`src/rtl/dmem_bus_ctrl_if.sv`:
```
// rtl/dmem_bus_ctrl_if.sv - valid/ready data-bus bundle between the memory controller and the external data bus
//
// Purpose: groups the request and response wires of the external data bus.
// Signals:
//   bus_addr   32  word-aligned address of the transfer
//   bus_wdata  32  store data
//   bus_wstrb   4  byte strobes, 0000 for loads
//   bus_we      1  1 = store, 0 = load
//   bus_valid   1  request valid
//   bus_ready   1  slave accepts/completes the transfer this cycle
//   bus_rdata  32  read data, valid when bus_valid & bus_ready & ~bus_we
// Modports: master (controller side), slave (memory/bus side).

interface dmem_bus_ctrl_if;
  logic [31:0] bus_addr;
  logic [31:0] bus_wdata;
  logic [3:0]  bus_wstrb;
  logic        bus_we;
  logic        bus_valid;
  logic        bus_ready;
  logic [31:0] bus_rdata;

  modport master (
    output bus_addr, bus_wdata, bus_wstrb, bus_we, bus_valid,
    input  bus_ready, bus_rdata
  );

  modport slave (
    input  bus_addr, bus_wdata, bus_wstrb, bus_we, bus_valid,
    output bus_ready, bus_rdata
  );
endinterface

```
`src/rtl/dmem_bus_ctrl.sv`:
```
// rtl/dmem_bus_ctrl.sv - data-memory access controller between load/store alignment logic and the data bus
//
// Purpose: issues one load or store per request on a valid/ready bus, stalls the
// pipeline until it completes, flags misaligned requests and aborts hung
// transfers after TIMEOUT bus cycles.
// Ports:
//   clk, resetn        clock and synchronous active-low reset
//   addr               byte address of the access
//   memRead, memWrite  level requests, held while stall is high (both = store)
//   data_width         00 byte, 01 half-word, 10 word, 11 illegal
//   wr_datatoMem       lane-aligned store data
//   mask_data          byte-write mask
//   data_mem           registered raw word returned by the last load
//   stall              combinational pipeline freeze
//   mis_align          combinational misaligned / illegal-size flag in IDLE
//   bus_err            one-cycle pulse on timeout abort
//   bus                data-bus bundle (master side)

module dmem_bus_ctrl #(
  parameter int TIMEOUT = 16
) (
  input  logic                  clk,
  input  logic                  resetn,
  input  logic [31:0]           addr,
  input  logic                  memRead,
  input  logic                  memWrite,
  input  logic [1:0]            data_width,
  input  logic [31:0]           wr_datatoMem,
  input  logic [3:0]            mask_data,
  output logic [31:0]           data_mem,
  output logic                  stall,
  output logic                  mis_align,
  output logic                  bus_err,
  dmem_bus_ctrl_if.master       bus
);

  localparam logic [7:0] LAST_CNT = 8'(TIMEOUT - 1);

  typedef enum logic [1:0] {
    S_IDLE,
    S_BUS,
    S_DONE
  } state_t;

  state_t     state;
  state_t     state_next;
  logic [7:0] cnt;
  logic       req;
  logic       bad_size;
  logic       issue;
  logic       hit;
  logic       expire;

  always_comb begin
    req        = memRead | memWrite;
    bad_size   = (data_width == 2'b11)
               | ((data_width == 2'b01) & addr[0])
               | ((data_width == 2'b10) & (addr[1:0] != 2'b00));
    mis_align  = req & (state == S_IDLE) & bad_size;
    issue      = 1'b0;
    hit        = 1'b0;
    expire     = 1'b0;
    stall      = 1'b0;
    state_next = state;
    case (state)
      S_IDLE: begin
        if (req && !bad_size) begin
          issue      = 1'b1;
          stall      = 1'b1;
          state_next = S_BUS;
        end
      end
      S_BUS: begin
        stall = 1'b1;
        // A response arriving on the last allowed cycle still counts as success.
        if (bus.bus_ready) begin
          hit        = 1'b1;
          state_next = S_DONE;
        end else if (cnt == LAST_CNT) begin
          expire     = 1'b1;
          state_next = S_DONE;
        end
      end
      // DONE ignores req so the instruction that just finished is not re-issued.
      S_DONE:  state_next = S_IDLE;
      default: state_next = S_IDLE;
    endcase
  end

  always_ff @(posedge clk) begin
    if (!resetn) begin
      state <= S_IDLE;
    end else begin
      state <= state_next;
    end
  end

  always_ff @(posedge clk) begin
    if (!resetn) begin
      cnt           <= 8'd0;
      bus.bus_valid <= 1'b0;
      bus.bus_we    <= 1'b0;
      bus.bus_wstrb <= 4'b0000;
      bus.bus_addr  <= 32'd0;
      bus.bus_wdata <= 32'd0;
      data_mem      <= 32'd0;
      bus_err       <= 1'b0;
    end else begin
      bus_err <= expire;
      if (issue) begin
        bus.bus_valid <= 1'b1;
        bus.bus_addr  <= {addr[31:2], 2'b00};
        bus.bus_we    <= memWrite;
        bus.bus_wstrb <= memWrite ? mask_data : 4'b0000;
        bus.bus_wdata <= memWrite ? wr_datatoMem : 32'd0;
        cnt           <= 8'd0;
      end
      if (state == S_BUS) begin
        cnt <= cnt + 8'd1;
      end
      if (hit || expire) begin
        bus.bus_valid <= 1'b0;
        cnt           <= 8'd0;
      end
      if (hit && !bus.bus_we) begin
        data_mem <= bus.bus_rdata;
      end
      // An aborted load hands the extractor a defined zero rather than stale data.
      if (expire && !bus.bus_we) begin
        data_mem <= 32'd0;
      end
    end
  end

endmodule

```
`src/flat_wrapper.sv`:
```
// flat-port wrapper written by rule: the top's interface ports become plain ports
module dmem_bus_ctrl_flat 
#(
  parameter int TIMEOUT = 16
)
  (clk, resetn, addr, memRead, memWrite, data_width, wr_datatoMem, mask_data, data_mem, stall, mis_align, bus_err, bus_bus_addr, bus_bus_wdata, bus_bus_wstrb, bus_bus_we, bus_bus_valid, bus_bus_ready, bus_bus_rdata);
  dmem_bus_ctrl_if bus_i ();
  input  logic clk;
  input  logic resetn;
  input  logic [31:0] addr;
  input  logic memRead;
  input  logic memWrite;
  input  logic [1:0] data_width;
  input  logic [31:0] wr_datatoMem;
  input  logic [3:0] mask_data;
  output logic [31:0] data_mem;
  output logic stall;
  output logic mis_align;
  output logic bus_err;
  output wire logic [$bits(bus_i.bus_addr)-1:0] bus_bus_addr;
  output wire logic [$bits(bus_i.bus_wdata)-1:0] bus_bus_wdata;
  output wire logic [$bits(bus_i.bus_wstrb)-1:0] bus_bus_wstrb;
  output wire logic [$bits(bus_i.bus_we)-1:0] bus_bus_we;
  output wire logic [$bits(bus_i.bus_valid)-1:0] bus_bus_valid;
  input wire logic [$bits(bus_i.bus_ready)-1:0] bus_bus_ready;
  input wire logic [$bits(bus_i.bus_rdata)-1:0] bus_bus_rdata;
  assign bus_bus_addr = bus_i.bus_addr;
  assign bus_bus_wdata = bus_i.bus_wdata;
  assign bus_bus_wstrb = bus_i.bus_wstrb;
  assign bus_bus_we = bus_i.bus_we;
  assign bus_bus_valid = bus_i.bus_valid;
  assign bus_i.bus_ready = bus_bus_ready;
  assign bus_i.bus_rdata = bus_bus_rdata;
  dmem_bus_ctrl #(.TIMEOUT(TIMEOUT)) u_core (.clk(clk), .resetn(resetn), .addr(addr), .memRead(memRead), .memWrite(memWrite), .data_width(data_width), .wr_datatoMem(wr_datatoMem), .mask_data(mask_data), .data_mem(data_mem), .stall(stall), .mis_align(mis_align), .bus_err(bus_err), .bus(bus_i));
endmodule
```
`config.mk`:
```
export PLATFORM = sky130hd
export DESIGN_NAME = dmem_bus_ctrl_flat
export DESIGN_NICKNAME = d
export VERILOG_FILES = /design/src/rtl/dmem_bus_ctrl_if.sv /design/src/rtl/dmem_bus_ctrl.sv /design/src/flat_wrapper.sv
export SDC_FILE = /design/constraint.sdc
export NUM_CORES = 1
export LEC_CHECK = 0
export ABC_AREA = 0
export BUFFER_PORTS_ARGS = -buffer_cell sky130_fd_sc_hd__buf_4
export CAP_MARGIN = 20
export CORE_ASPECT_RATIO = 1.5
export CORE_MARGIN = 2
export CORE_UTILIZATION = 50
export CTS_BUF_LIST = sky130_fd_sc_hd__clkbuf_4
export CTS_CLUSTER_DIAMETER = 30
export DETAILED_ROUTE_END_ITERATION = 8
export PLACE_DENSITY = 0.95
export SETUP_SLACK_MARGIN = 0.05
export SYNTH_ARGS = -nofsm -noshare
export SYNTH_HDL_FRONTEND = slang
export SYNTH_SLANG_ARGS = --single-unit
```
`constraint.sdc`:
```
create_clock -name clk -period 3.5 [get_ports clk]
set_input_delay 0.175 -clock clk [delete_from_list [all_inputs] [get_ports clk]]
set_output_delay 0.175 -clock clk [all_outputs]
set_load 0.02 [all_outputs]
```
==> results.toml, run 1 <==
[setup_path]
critical_path.startpoint_type = "flip-flop"
startpoint = "u_core.cnt[0]"
rr_worst_depth = 6
cp_required_ns = 3.87
reg2reg_to = "u_core.data_mem[6]"
critPathCaptureType = "flip-flop"
cp_slowest_cell = "sky130_fd_sc_hd__o41ai_4"
critical_path_class = "flip-flop to flip-flop"
rr_startpoint = "u_core.cnt[0]"
timing.critical_path.arrival_ns = 2.53
cp_max_fo = 22
setup.worst_path.end = "u_core.data_mem[6]"
slowest_delay_ns = 0.58
r2r_slack_ns = 1.34
cp_cell_sequence = "ha_1 -> and3_1 -> nand2_1 -> o41ai_4 -> buf_4 -> a21oi_1"

[final_layout]
layout.core_utilization = 0.850
finish.net_count = 827
area_growth_pct = 67.9
multiInputGateArea_mm2 = 0.00159
fillcell_total = 400
ff_latch_area_mm2 = 0.00222
layout-drive-gt1-share = 0.329

[yosys]
synth_flop_cell = "sky130_fd_sc_hd__dfxtp_1"
avgSynthCellArea_um2 = 9.39
muxShareOfSynthArea = 0
synth_warnings = 0
synth_largest_area_cell = "sky130_fd_sc_hd__dfxtp_1"
yosys.cell_types.count = 37
compound_gate_fraction_of_synth_area = 0.219
synthXorXnorAreaFrac = 0.00438
post_synth_simple_gate_area = 0.168
syn-instance-count = 426
synth_top_family_by_area = "compound AO/OA/AOI/OAI gates"
ys_seq_area_frac = 0.555
post-synth-top-area-fraction = 0.555
synth_seq_cells = 111
yosys.area_share.adder = 0.00313
number_of_enable_flip_flop_cells_after_synthesis = 0
asyncSetResetFlopFracSynth = 0
synth.area.top_cells = "sky130_fd_sc_hd__dfxtp_1 56%, sky130_fd_sc_hd__nand2_1 12%, sky130_fd_sc_hd__a22o_1 7.9%, sky130_fd_sc_hd__a21boi_1 5.1%, sky130_fd_sc_hd__a21oi_1 4.8%"
synth.cell_area_mm2 = 0.00400

[routing]
route.met3.wl_um = 991
remaining_drc_errors = 0
detailedRoute.firstIterationViolations = 339
highest_layer = "met4"
route.vias.total = 4426
routed-wl-met2_um = 7530
route.final.wire_length_um = 14300
drt_pre_antenna_iters = 6
met1_length_um = 5040
wl_per_cell_um = 17.2
drt-vias-per-instance = 5.32
count_of_antenna_violating_nets_left_after_detailed_routing = 0

[placed_design]
port_buffers = 209
detailed_place_hpwl_um = 8140
pre_cts_ws_ns = 1.33
gp_congestion = 0.865

[die]
start_util = 0.506
area_of_the_core_region_mm2 = 0.00791
die_y_um = 114
row_count = 40
die_w_um = 77.0
number_of_placed_i_o_pins = 212
die_area_mm2 = 0.00875

[sta]
finalHoldViolCount = 0
fmaxAchievable_mhz = 463
skew_ns = 0.0216
timing.slew.headroom = 0.451
timing.final.max_slew_violations = 0
tns_ns = 0
timing_worst_slew_pin_value_ns = 0.824
layout_setup_ws_ns = 1.34
grt_setup_unrepaired = "no"
finalSetupViolCount = 0
period_minus_slack_ns = 2.16
final.period_utilization = 0.617

[global_route]
track_usage = 0.324
grt_pass1_wl_um = 22100
grt_max_degree = 39
via_count_of_the_first_global_routing_pass = 4492
initial_antenna_violation_count = 3
global_route.overflow_total = 0

[power]
clkPwrFrac = 0.252
cell_pwr_density_mw_per_mm2 = 383
comb_power_share = 0.217
worst_voltage_drop_across_the_vdd_grid_mv = 0.301
cellInternalPower_mw = 1.84
power.sequential.fraction = 0.531
leak_pwr_nw = 2.95
switching_power_uw = 736
sw_frac_of_total = 0.286

[cts]
clockRootBuffer = "sky130_fd_sc_hd__clkbuf_4"
insertion_delay_ns = 0.48
clock_sinks = 111
cts_tree = "yes"
clkSlewWorstSetupHoldPaths_ns = 0.16
clock_buffer_count_from_cts = 9
h-tree-depth = 3
cts_max_path_buffers = 2

[outcome]
status = "finished clean"

[hold_path]
hp-class = "input port to flip-flop"

[run]
number_of_max_cap_violations = 0
-- stage by stage --
| step | instance area, µm² | hold WS [ns] | std cells | power (mW) |
|---|---|---|---|---|
| 3_3_place_gp | 5540 | 0.393 | 712 | 1.82 |
| 4_1_cts | 6680 | 0.0829 | 828 | 2.54 |
| 6_report | 6720 | 0.105 | 832 | 2.57 |
| 5_1_grt | 6720 | 0.0741 | 832 | 2.67 |
| 2_1_floorplan | 4010 | 0.308 | 427 | 1.62 |
| 3_5_place_dp | 5570 | 0.397 | 714 | 1.84 |
-- layout by cell type, fill, tap and decap left out, types with 2 or more instances in the layout --
cell type,n
sky130_fd_sc_hd__nor3_1,7
sky130_fd_sc_hd__nor2b_1,2
sky130_fd_sc_hd__a21oi_1,38
sky130_fd_sc_hd__nand4_1,2
sky130_fd_sc_hd__nor2_1,7
sky130_fd_sc_hd__dfxtp_1,111
sky130_fd_sc_hd__xnor2_1,2
sky130_fd_sc_hd__a21boi_0,3
sky130_fd_sc_hd__a21boi_1,27
sky130_fd_sc_hd__nand3_1,3
sky130_fd_sc_hd__clkinv_4,2
sky130_fd_sc_hd__conb_1,2
sky130_fd_sc_hd__clkbuf_4,10
sky130_fd_sc_hd__buf_8,2
sky130_fd_sc_hd__a22o_1,36
sky130_fd_sc_hd__nand2_1,130
sky130_fd_sc_hd__dlygate4sd3_1,98
sky130_fd_sc_hd__clkinv_2,2
sky130_fd_sc_hd__o21ai_0,4
sky130_fd_sc_hd__a311oi_1,3
sky130_fd_sc_hd__buf_4,212
sky130_fd_sc_hd__diode_2,3
-- sequential cells by signal, summed over array words and instances (netlist names) --
| register | cells |
|---|---|
| u_core.state | 2 |
| u_core.bus.bus_wstrb | 4 |
| u_core.bus.bus_addr | 30 |
| u_core.bus_err | 1 |
| u_core.cnt | 8 |
| u_core.bus.bus_we | 1 |
| u_core.data_mem | 32 |
| u_core.bus.bus_wdata | 32 |
| u_core.bus.bus_valid | 1 |
-- repair_timing --
item	CTS	global route
resized for setup	0	0
hold buffers	98	0
endpoints found under the hold margin	98	0
buffers inserted	0	0
-- worst max-delay path, delay by kind of cell, from the launching register on --
| kind | cells | cell delay, ns |
|---|---|---|
| fa+ha+maj | 1 | 0.24 |
| buf+inv | 1 | 0.38 |
| compound gates | 2 | 0.67 |
| flops | 1 | 0.43 |
| simple gates | 2 | 0.35 |
-- cells by family after synthesis --
family / count (synthesis)
and+or+nand+nor: 160
AOI/OAI and AO/OA: 119
DFF: 111
buffers and inverters: 32
xor gates and xnor gates: 2
adders and majority gates: 1
other: 1
-- routing by layer --
metal  GRT usage  vias up
met4       0.195        0
met3      0.0831       61
li1            -     2039
met5           0        -
met2       0.577      238
met1       0.341     2088
-- cells in the mapped netlist (all sizes together) (2+ instances only) --
library cell	n
nor3	8
a311oi	3
a21oi	39
o21ai	5
nor2b	2
a21boi	30
nor2	7
nand4	2
dfxtp	111
buf	23
a22o	36
nor3b	2
nand2	130
xnor2	2
clkbuf	9
nand3	3
-- final cells by class --
class | instances | area share
Multi-Input combinational cell | 284 | 0.237
Tap cell | 105 | 0.0196
Sequential cell | 111 | 0.331
Clock buffer | 10 | 0.0112
Clock inverter | 6 | 0.00912
Timing Repair Buffer | 313 | 0.391
Antenna cell | 3 | 0.00112
-- worst min path at each step --
stage                                start                       end  slack (ns)  cells past startpoint
after global placement    wr_datatoMem[23]  u_core.bus.bus_wdata[23]        0.39                      2
final                        bus_bus_ready            u_core.bus_err        0.11                      3
after floorplan            wr_datatoMem[0]   u_core.bus.bus_wdata[0]        0.31                      1
after detailed placement   wr_datatoMem[7]   u_core.bus.bus_wdata[7]        0.40                      2
after CTS                    bus_bus_ready            u_core.bus_err        0.08                      3
after global routing         bus_bus_ready            u_core.bus_err        0.07                      3
-- power groups by stage --
stage	Clock (mW)	Combinational, mW	Sequential (mW)
floorplan	0	0.162	1.46
detailed placement	0	0.449	1.39
finish	0.648	0.558	1.37
CTS	0.642	0.539	1.36
global route	0.703	0.591	1.37
global placement	0	0.432	1.39
Note: power is estimated with default switching activity, not from simulation.
==> run 2, diff against run 1 <==
--- a/config.mk
+++ b/config.mk
@@ -10,11 +10,11 @@
 export CAP_MARGIN = 20
 export CORE_ASPECT_RATIO = 1.5
 export CORE_MARGIN = 2
-export CORE_UTILIZATION = 50
+export CORE_UTILIZATION = 46
 export CTS_BUF_LIST = sky130_fd_sc_hd__clkbuf_4
 export CTS_CLUSTER_DIAMETER = 30
 export DETAILED_ROUTE_END_ITERATION = 8
-export PLACE_DENSITY = 0.95
+export PLACE_DENSITY = 0.93
 export SETUP_SLACK_MARGIN = 0.05
 export SYNTH_ARGS = -nofsm -noshare
 export SYNTH_HDL_FRONTEND = slang
==> constraint.sdc (replaced) <==
create_clock -name clk -period 2 [get_ports clk]
set_input_delay 0.1 -clock clk [delete_from_list [all_inputs] [get_ports clk]]
set_output_delay 0.1 -clock clk [all_outputs]
set_load 0.02 [all_outputs]
==> results.toml, run 2 (synthesis gave the netlist of run 1 again) <==
[outcome]
status = "finished clean"

[cts]
clockRootBuffer = "sky130_fd_sc_hd__clkbuf_4"
postCtsSetupRepairBufs = 0
h-tree-depth = 3
clock_sinks = 111
clock_buffer_count_from_cts = 9
clkSlewWorstSetupHoldPaths_ns = 0.15
cts_max_path_buffers = 2
cts_tree = "yes"
insertion_delay_ns = 0.44

[die]
die_w_um = 80.2
area_of_the_core_region_mm2 = 0.00841
number_of_placed_i_o_pins = 212
die_y_um = 118
start_util = 0.476
row_count = 41
die_area_mm2 = 0.00948

[setup_path]
slowest_delay_ns = 0.40
critical_path.startpoint_type = "flip-flop"
cp_cell_sequence = "ha_1 -> and3_1 -> nand2_1 -> o41ai_4 -> buf_4 -> a21oi_1"
rr_worst_depth = 6
critPathCaptureType = "flip-flop"
critical_path_class = "flip-flop to flip-flop"
cp_slowest_cell = "sky130_fd_sc_hd__dfxtp_1"
cp_max_fo = 32
cp_required_ns = 2.32
timing.critical_path.arrival_ns = 2.08

[final_layout]
mostFrequentLayoutCells = "215 x sky130_fd_sc_hd__buf_4, 130 x sky130_fd_sc_hd__nand2_1, 111 x sky130_fd_sc_hd__dfxtp_1, 98 x sky130_fd_sc_hd__dlygate4sd3_1, 38 x sky130_fd_sc_hd__a21oi_1"
post-route-cell-area_mm2 = 0.00669
largestRegisters = "u_core.bus.bus_wdata: 32 flops, u_core.data_mem: 32 flops, u_core.bus.bus_addr: 30 flops"
layout.core_utilization = 0.795
area_growth_pct = 67.1
non_filler_instance_count_after_layout = 834
layout-drive-gt1-share = 0.331
finish.net_count = 829
fillcell_total = 482
layout.cells.most_common = "sky130_fd_sc_hd__buf_4"

[routing]
drt-vias-per-instance = 5.25
detailedRoute.firstIterationViolations = 255
count_of_antenna_violating_nets_left_after_detailed_routing = 0
route.vias.total = 4376
wl_per_cell_um = 17.3
drt_pre_antenna_iters = 6
route.final.wire_length_um = 14400
remaining_drc_errors = 0

[placed_design]
pre_cts_ws_ns = 0.275
placedInstanceArea_mm2 = 0.00559
dp.cells = 719
port_buffers = 209
detailed_place_hpwl_um = 8210
gp_congestion = 0.841

[global_route]
grt_max_degree = 39
global_route.overflow_total = 0
via_count_of_the_first_global_routing_pass = 4571
track_usage = 0.299
grt_pass1_wl_um = 22200
initial_antenna_violation_count = 1

[power]
clkPwrFrac = 0.219
cell_pwr_density_mw_per_mm2 = 645
power.sequential.fraction = 0.555
sw_frac_of_total = 0.282
cellInternalPower_mw = 3.10
leak_pwr_nw = 2.94
fin_total_pwr_mw = 4.31
worst_voltage_drop_across_the_vdd_grid_mv = 0.416
comb_power_share = 0.227
switching_power_mw = 1.21

[sta]
layout_setup_ws_ns = 0.232
fin_worst_hold_slack_ns = 0.0669
finalHoldViolCount = 0
grt_setup_unrepaired = "no"
skew_ns = 0.0152
finalSetupViolCount = 0
final.period_utilization = 0.884
fmaxAchievable_mhz = 566
tns_ns = 0
timing.final.max_slew_violations = 0
period_minus_slack_ns = 1.77

[hold_path]
hp-class = "input port to flip-flop"
hold_depth = 3

[run]
number_of_max_cap_violations = 0
[run 2: area by class of cell]
cell class              instances  area (µm²)  area share
repair buffers                315        2630       0.393
flip-flops and latches        111        2220       0.332
multi-input cells             284        1590       0.238
well taps                     107         134      0.0200
clock buffers                  11        82.6      0.0124
clock inverters                 5        25.0     0.00374
diodes                          1        2.50    0.000374
[run 2: routing by layer]
layer	vias to the layer above	GRT usage	share of wire
met3	60	0.0595	0.061
met2	204	0.542	0.54
met4	0	0.191	0.052
met5	-	0	0
li1	2045	-	-
met1	2067	0.298	0.34
[run 2: path summary, 6_finish.rpt]
path	to	slack [ns]	start
setup / recovery	u_core.data_mem[27]	0.23	u_core.cnt[0]
hold / removal	u_core.bus_err	0.07	bus_bus_ready
setup reg to reg	u_core.data_mem[27]	0.23	u_core.cnt[0]
hold reg to reg	u_core.bus.bus_addr[19]	0.46	u_core.bus.bus_addr[19]
[run 2: what timing repair did]
action,CTS,global route
hold buffers,98,0
gates resized for setup,1,1
hold endpoints to repair,98,0
endpoints found under the setup margin,1,1
[run 2: worst max-delay path, delay by kind of cell (launching register included)]
kind	cells	cell delay (ns)
flops	1	0.40
buf+inv	1	0.36
simple gates	2	0.34
compound gates	2	0.31
fa+ha+maj	1	0.23
[run 2: power groups by stage]
stage | sequential, mW | combinational [mW] | clock, mW
after floorplan | 2.55 | 0.283 | 0
after global placement | 2.42 | 0.775 | 0
after detailed placement | 2.43 | 0.795 | 0
after CTS | 2.38 | 0.953 | 0.968
after global routing | 2.40 | 1.04 | 1.04
final | 2.39 | 0.977 | 0.944
